**src/rtl/dvp_pattern_tx.sv**
```systemverilog
// dvp_pattern_tx: DVP (vsync/href/8-bit data) RGB565 test-pattern source, two bytes per pixel.
module dvp_pattern_tx #(
  parameter int H_PIXEL  = 640,
  parameter int V_PIXEL  = 480,
  parameter int H_BLANK  = 144,
  parameter int VS_LINES = 4,
  parameter int V_BP     = 18,
  parameter int V_FP     = 10
) (
  input  logic        clk,
  input  logic        rst_n,
  input  logic        en,
  input  logic [1:0]  pattern_sel,
  input  logic [15:0] solid_rgb,
  output logic        cam_vsync,
  output logic        cam_href,
  output logic [7:0]  cam_data,
  output logic        frame_done,
  output logic        busy
);
  localparam int LINE_LEN = 2 * H_PIXEL + H_BLANK;
  localparam int FRAME_LINES = VS_LINES + V_BP + V_PIXEL + V_FP;
  localparam logic [11:0] H_LAST = 12'(LINE_LEN - 1);
  localparam logic [11:0] V_LAST = 12'(FRAME_LINES - 1);
  localparam logic [11:0] V_ACT = 12'(VS_LINES + V_BP);
  localparam logic [11:0] V_END = 12'(VS_LINES + V_BP + V_PIXEL);
  localparam logic [7:0][15:0] BARS = {16'h0000, 16'h001F, 16'hF800, 16'hF81F,
                                       16'h07E0, 16'h07FF, 16'hFFE0, 16'hFFFF};
  typedef enum logic [2:0] {IDLE, VSYNC, VBP, ACTIVE, VFP} state_t;
  state_t      state_q, state_d;
  logic [11:0] h_q, h_d, v_q, v_d, x, y;
  logic [1:0]  pat_q, pat_d;
  logic [15:0] rgb_q, rgb_d, pix;
  logic [2:0]  bar;
  logic [7:0]  data_d;
  logic        vsync_d, href_d, done_d, busy_d;
  always_ff @(posedge clk or negedge rst_n)
    if (!rst_n) begin
      state_q    <= IDLE;
      h_q        <= '0;
      v_q        <= '0;
      pat_q      <= '0;
      rgb_q      <= '0;
      cam_vsync  <= 1'b0;
      cam_href   <= 1'b0;
      cam_data   <= '0;
      frame_done <= 1'b0;
      busy       <= 1'b0;
    end else begin
      state_q    <= state_d;
      h_q        <= h_d;
      v_q        <= v_d;
      pat_q      <= pat_d;
      rgb_q      <= rgb_d;
      cam_vsync  <= vsync_d;
      cam_href   <= href_d;
      cam_data   <= data_d;
      frame_done <= done_d;
      busy       <= busy_d;
    end
  // Frame start (from IDLE or straight after the last frame cycle) re-latches the pattern.
  always_comb begin
    state_d = state_q;
    h_d     = '0;
    v_d     = '0;
    pat_d   = pat_q;
    rgb_d   = rgb_q;
    if (state_q == IDLE || (h_q == H_LAST && v_q == V_LAST)) begin
      state_d = en ? VSYNC : IDLE;
      pat_d   = en ? pattern_sel : pat_q;
      rgb_d   = en ? solid_rgb : rgb_q;
    end else begin
      h_d     = (h_q == H_LAST) ? '0 : h_q + 12'd1;
      v_d     = (h_q == H_LAST) ? v_q + 12'd1 : v_q;
      state_d = (v_d < 12'(VS_LINES)) ? VSYNC : (v_d < V_ACT) ? VBP : (v_d < V_END) ? ACTIVE : VFP;
    end
  end
  // Outputs are decoded from next-state values so every output flop lines up with the counters.
  always_comb begin
    x       = {1'b0, h_d[11:1]};
    y       = v_d - V_ACT;
    bar     = 3'(x / 12'(H_PIXEL / 8));
    pix     = (pat_d == 2'd0) ? BARS[bar] : (pat_d == 2'd1) ? 16'(x) + 16'(y) :
              (pat_d == 2'd2) ? rgb_d : {16{x[4] ^ y[4]}};
    vsync_d = state_d == VSYNC;
    href_d  = state_d == ACTIVE && h_d < 12'(2 * H_PIXEL);
    data_d  = href_d ? (h_d[0] ? pix[7:0] : pix[15:8]) : '0;
    done_d  = state_d != IDLE && h_d == H_LAST && v_d == V_LAST;
    busy_d  = state_d != IDLE;
  end
endmodule

```
**config.mk**
```make
export PLATFORM = sky130hd
export DESIGN_NAME = dvp_pattern_tx
export DESIGN_NICKNAME = d
export VERILOG_FILES = /design/src/rtl/dvp_pattern_tx.sv
export SDC_FILE = /design/constraint.sdc
export NUM_CORES = 1
export LEC_CHECK = 0
export CELL_PAD_IN_SITES_DETAIL_PLACEMENT = 0
export CELL_PAD_IN_SITES_GLOBAL_PLACEMENT = 1
export CORE_MARGIN = 5
export CORE_UTILIZATION = 45
export DETAILED_ROUTE_END_ITERATION = 16
export GPL_TIMING_DRIVEN = 0
export PLACE_DENSITY = 0.9
export SLEW_MARGIN = 15
export SYNTH_ARGS = -nofsm -noshare
export SYNTH_HDL_FRONTEND = slang
export SYNTH_SLANG_ARGS = --single-unit
export TNS_END_PERCENT = 50
```
**constraint.sdc**
```tcl
create_clock -name clk -period 5.5 [get_ports clk]
set_input_delay 0.825 -clock clk [delete_from_list [all_inputs] [get_ports clk]]
set_output_delay 0.825 -clock clk [all_outputs]
set_load 0.02 [all_outputs]
```
==> results of run 1 <==
## state kept, by name, indices dropped and copies added, names as in the netlist
register / count
v_q: 12
pat_q: 2
busy: 1
state_q: 3
cam_href: 1
h_q: 12
cam_vsync: 1
rgb_q: 16
cam_data: 8
frame_done: 1
## cell families after synthesis
family | after synthesis | share of synthesized area, %
and+or+nand+nor | 209 | 23.6
AOI/OAI and AO/OA | 160 | 24.8
buffers and inverters | 49 | 4.44
muxes | 22 | 5.60
adders and majority gates | 15 | 4.22
xor gates and xnor gates | 34 | 6.44
DFF | 57 | 30.9
## power groups by stage
stage	clock (mW)	sequential, mW	combinational, mW
floorplan	0	0.490	0.445
global placement	0	0.499	0.584
detailed placement	0	0.502	0.591
CTS	0.448	0.494	0.599
global route	0.468	0.501	0.675
finish	0.439	0.496	0.610
## worst reg2reg max path, delay by kind of cell, from the launching register on
family                     cells  cell delay, ns
AOI/OAI and AO/OA              7            1.51
xor gates and xnor gates       1            0.15
adders and majority gates      3            0.83
buffers and inverters          3            0.57
DFF                            1            0.47
and+or+nand+nor                7            1.58
## cells in the mapped netlist, types with 4 or more instances
| cell | number |
|---|---|
| a211oi_1 | 6 |
| a21o_1 | 5 |
| a21oi_1 | 25 |
| a31oi_1 | 8 |
| a32o_1 | 4 |
| and2_1 | 10 |
| and3_1 | 10 |
| clkbuf_1 | 25 |
| dfrtp_1 | 57 |
| ha_1 | 14 |
| inv_1 | 16 |
| mux2_2 | 17 |
| nand2_1 | 35 |
| nand2b_1 | 8 |
| nand3_1 | 26 |
| nand4_1 | 11 |
| nor2_1 | 50 |
| nor3_1 | 20 |
| nor4_1 | 8 |
| o211ai_1 | 6 |
| o21ai_0 | 32 |
| o21ai_1 | 7 |
| o22ai_1 | 4 |
| o311a_1 | 4 |
| o31a_1 | 4 |
| o31ai_1 | 9 |
| or3_1 | 10 |
| or4_1 | 4 |
| xnor2_1 | 20 |
| xor2_1 | 14 |
## per-stage QoR
stage	cells	total power, mW
after CTS	729	1.54
after global routing	728	1.64
after floorplan	546	0.935
after detailed placement	714	1.09
final	728	1.55
after global placement	714	1.08
## routing by layer
metal | GRT usage, % | wire, microns | vias to the layer above
met1 | 28.0 | 5910 | 2156
met4 | 7.79 | 356 | 0
li1 | - | - | 2135
met2 | 35.9 | 6360 | 187
met3 | 3.15 | 691 | 29
met5 | 0 | 0 | -
## how the worst min path moves through the flow
stage | startpoint | endpoint | slack [ns]
detailed placement | rgb_q[9] | rgb_q[9] | 0.48
global route | rgb_q[9] | rgb_q[9] | 0.52
global placement | rgb_q[8] | rgb_q[8] | 0.48
finish | rgb_q[7] | rgb_q[7] | 0.50
floorplan | rgb_q[7] | rgb_q[7] | 0.47
CTS | rgb_q[7] | rgb_q[7] | 0.50
## layout make-up
class | count | area [sq um]
Fill cell | 969 | 4860
Timing Repair Buffer | 32 | 318
Clock inverter | 5 | 80.1
Inverter | 16 | 60.1
Clock buffer | 10 | 138
Sequential cell | 57 | 1430
Multi-Input combinational cell | 440 | 2990
Tap cell | 136 | 170
Buffer | 32 | 143
==> impl_results.rst, run 1 <==
.. list-table::
   :header-rows: 1

   * - Metric
     - Value
   * - Leak Pwr
     - 2.14 nW
   * - Port bufs
     - 32
   * - Synthesis Warnings
     - 0
   * - First-pass detailed-route iteration total
     - 5
   * - Number of rows in the core area
     - 37
   * - Post-CTS Hold Buffers
     - 0
   * - Full die area
     - 12400 sq um
   * - Dpl cell area
     - a little over 5000 sq um
   * - Largest stage delay on the critical path
     - 0.60 ns
   * - Post-synthesis average cell area
     - between 8 and 9 sq um
   * - Max-cap viol count
     - 0
   * - CP Buf/Inv Count
     - 3
   * - Data arrival time of the worst path
     - 5.42 ns
   * - Root buf cell
     - clkbuf_8
   * - Half-perimeter wire length after detailed placement
     - between 10000 and 15000 microns
   * - Internal power summed over all cells
     - ~0.98 mW
   * - Max clock buf depth
     - 2
   * - Overall routed net length
     - between 10000 and 15000 microns
   * - Levels on crit path
     - 21
   * - Cts bufs inserted
     - 9
   * - Number of stages on the worst hold path
     - 1
   * - Post-synthesis sequential area ratio
     - 30.9%
   * - Post-cts gate resize count
     - 0
   * - IR drop worst, VDD
     - 246 uV
   * - Number of synthesized flops with an enable pin
     - 0
   * - Weighted congestion at the end of routability-driven global placement
     - 0.964
   * - Area of the core
     - 10200 sq um
   * - Effective utilization at floorplan
     - ~45%
   * - Worst R2R Path Depth
     - 21
   * - Share of power burned in combinational logic
     - 39.5%
   * - Placement-stage worst setup slack
     - 0.120 ns
   * - Min Clock Period, post-route
     - 5.20 ns
   * - Worst Path Class, Setup
     - register to register
   * - Leading cell types in the layout, fill and taps excluded
     - dfrtp_1, nor2_1, nand2_1
   * - Setup ws final
     - 0.299 ns
   * - Clock-pin slew on the worst setup and hold paths
     - 0.07 ns
   * - Required time reported for the critical path endpoint
     - 5.72 ns
   * - Antenna violations before repair
     - 0
   * - Worst Tran Pin Value
     - between 1 and 1.5 ns
   * - Worst-skew pair later-pin latency
     - 0.34 ns
   * - Sink count of the clock tree
     - 57
   * - Wire length per cell
     - about 18 microns
   * - Final Max Slew Viols
     - 0
   * - Area added between synthesis and finish
     - 15.3%
   * - Synthesized Nets
     - 582
   * - Vias in the first global route
     - 4388
   * - Die Height
     - ~110 microns
   * - Final setup fails
     - 0
   * - Synth Flop Type
     - dfrtp_1
   * - Setup repair after global routing missed its margin
     - no
   * - CTS tree
     - done
   * - Total gr overflow
     - 0
   * - Register share of total power
     - 32.1%
   * - Post-Synthesis Cells
     - 546
   * - Top-level port count
     - 33
   * - Crit path launch type
     - register
   * - DR iter-0 viols
     - roughly 280
   * - Layout cells sized above 1
     - 9.80%
   * - #FFs+latches synth
     - between 50 and 60
   * - Sw Pwr
     - 0.570 mW
   * - Critical path cell sequence
     - ha_2, nand3_1, or4_4, buf_6, o31ai_4, clkbuf_2, nor2_1, ha_1, inv_1, a32o_1, nand3_1, xnor2_1, nand2_1, ha_1, or2_2, and4_1, o21a_1, o21ai_0, a21o_1, a211oi_1, a32o_1
   * - Worst slack on hold paths
     - 0.497 ns
   * - Launch point of the critical path
     - h_q[0]
   * - Via count normalized by instance count
     - 6.19
   * - Standard cell with the maximum stage delay on the critical path
     - or4_4
   * - Count of vias placed by the detailed router
     - 4507
   * - Total Negative Setup Slacks
     - 0 ns
   * - Final cycle utilization of the critical path
     - between 90% and 100%
   * - Launch point of the worst reg-to-reg path
     - h_q[0]
   * - Final setup skew
     - 0.00806 ns
   * - Count of unresolved DRC violations after routing
     - 0
   * - Status
     - finished, final reports clean
   * - Summed area of non-filler cells in the final layout
     - 5330 sq um
   * - Share of synthesized flip-flops with an asynchronous set or reset
     - 100%
   * - H-tree levels
     - 3
   * - Cell taking the most area after synthesis
     - dfrtp_1
   * - Top-area cell type share of the netlist area
     - between 30% and 40%
   * - Post-detailed-route count of antenna-violating nets
     - 0
   * - Top fanout value on the critical path
     - 10
   * - Capture instance of the worst register-to-register path
     - cam_data[4]
   * - Setup crit end kind
     - register
   * - Max Fclk
     - about 190 MHz
   * - Power per standard cell area
     - 290 nW/um^2
   * - Clock Power Share
     - 28.4%
   * - First-pass GRT wire length
     - 21900 microns
   * - Worst hold-check path type
     - register to register
   * - Worst relative slew slack
     - 17.7%
   * - Sw Ratio
     - 36.9%
   * - Combined area of all synthesized cells
     - 4620 sq um
   * - R2R Setup Slk
     - 0.30 ns
   * - Diode count
     - 0
   * - Maximum number of pins on one net before global-route repair
     - 58
   * - Most common cell after layout, fill and taps aside
     - dfrtp_1
   * - Crit path to
     - cam_data[4]
   * - Number of nets in the layout
     - 624
   * - Unique cell type count in the Yosys netlist
     - slightly below 80
   * - Dominant cells by area after synthesis
     - dfrtp_1, mux2_2, nor2_1, ha_1, xnor2_1
   * - Fraction of the core area covered by cells at the end of the flow
     - 52.3%
   * - Dominant delay contributor by cell family on the critical path
     - simple AND/OR/NAND/NOR gates
   * - Gr usage total
     - 21.4%
   * - Final Hold Viols
     - 0
   * - Number of setup buffers added after CTS
     - 0
   * - Width of the die
     - 111 microns
No activity file was read; power rests on OpenSTA's default activity.
==> run 2, diff against run 1 <==
--- a/config.mk
+++ b/config.mk
@@ -11,6 +11,7 @@
 export CORE_UTILIZATION = 45
 export DETAILED_ROUTE_END_ITERATION = 16
 export GPL_TIMING_DRIVEN = 0
+export HOLD_SLACK_MARGIN = 0.05
 export PLACE_DENSITY = 0.9
 export SLEW_MARGIN = 15
 export SYNTH_ARGS = -nofsm -noshare
==> results of run 2 <==
No change in the layout: final DEF, timing and power equal those of run 1.
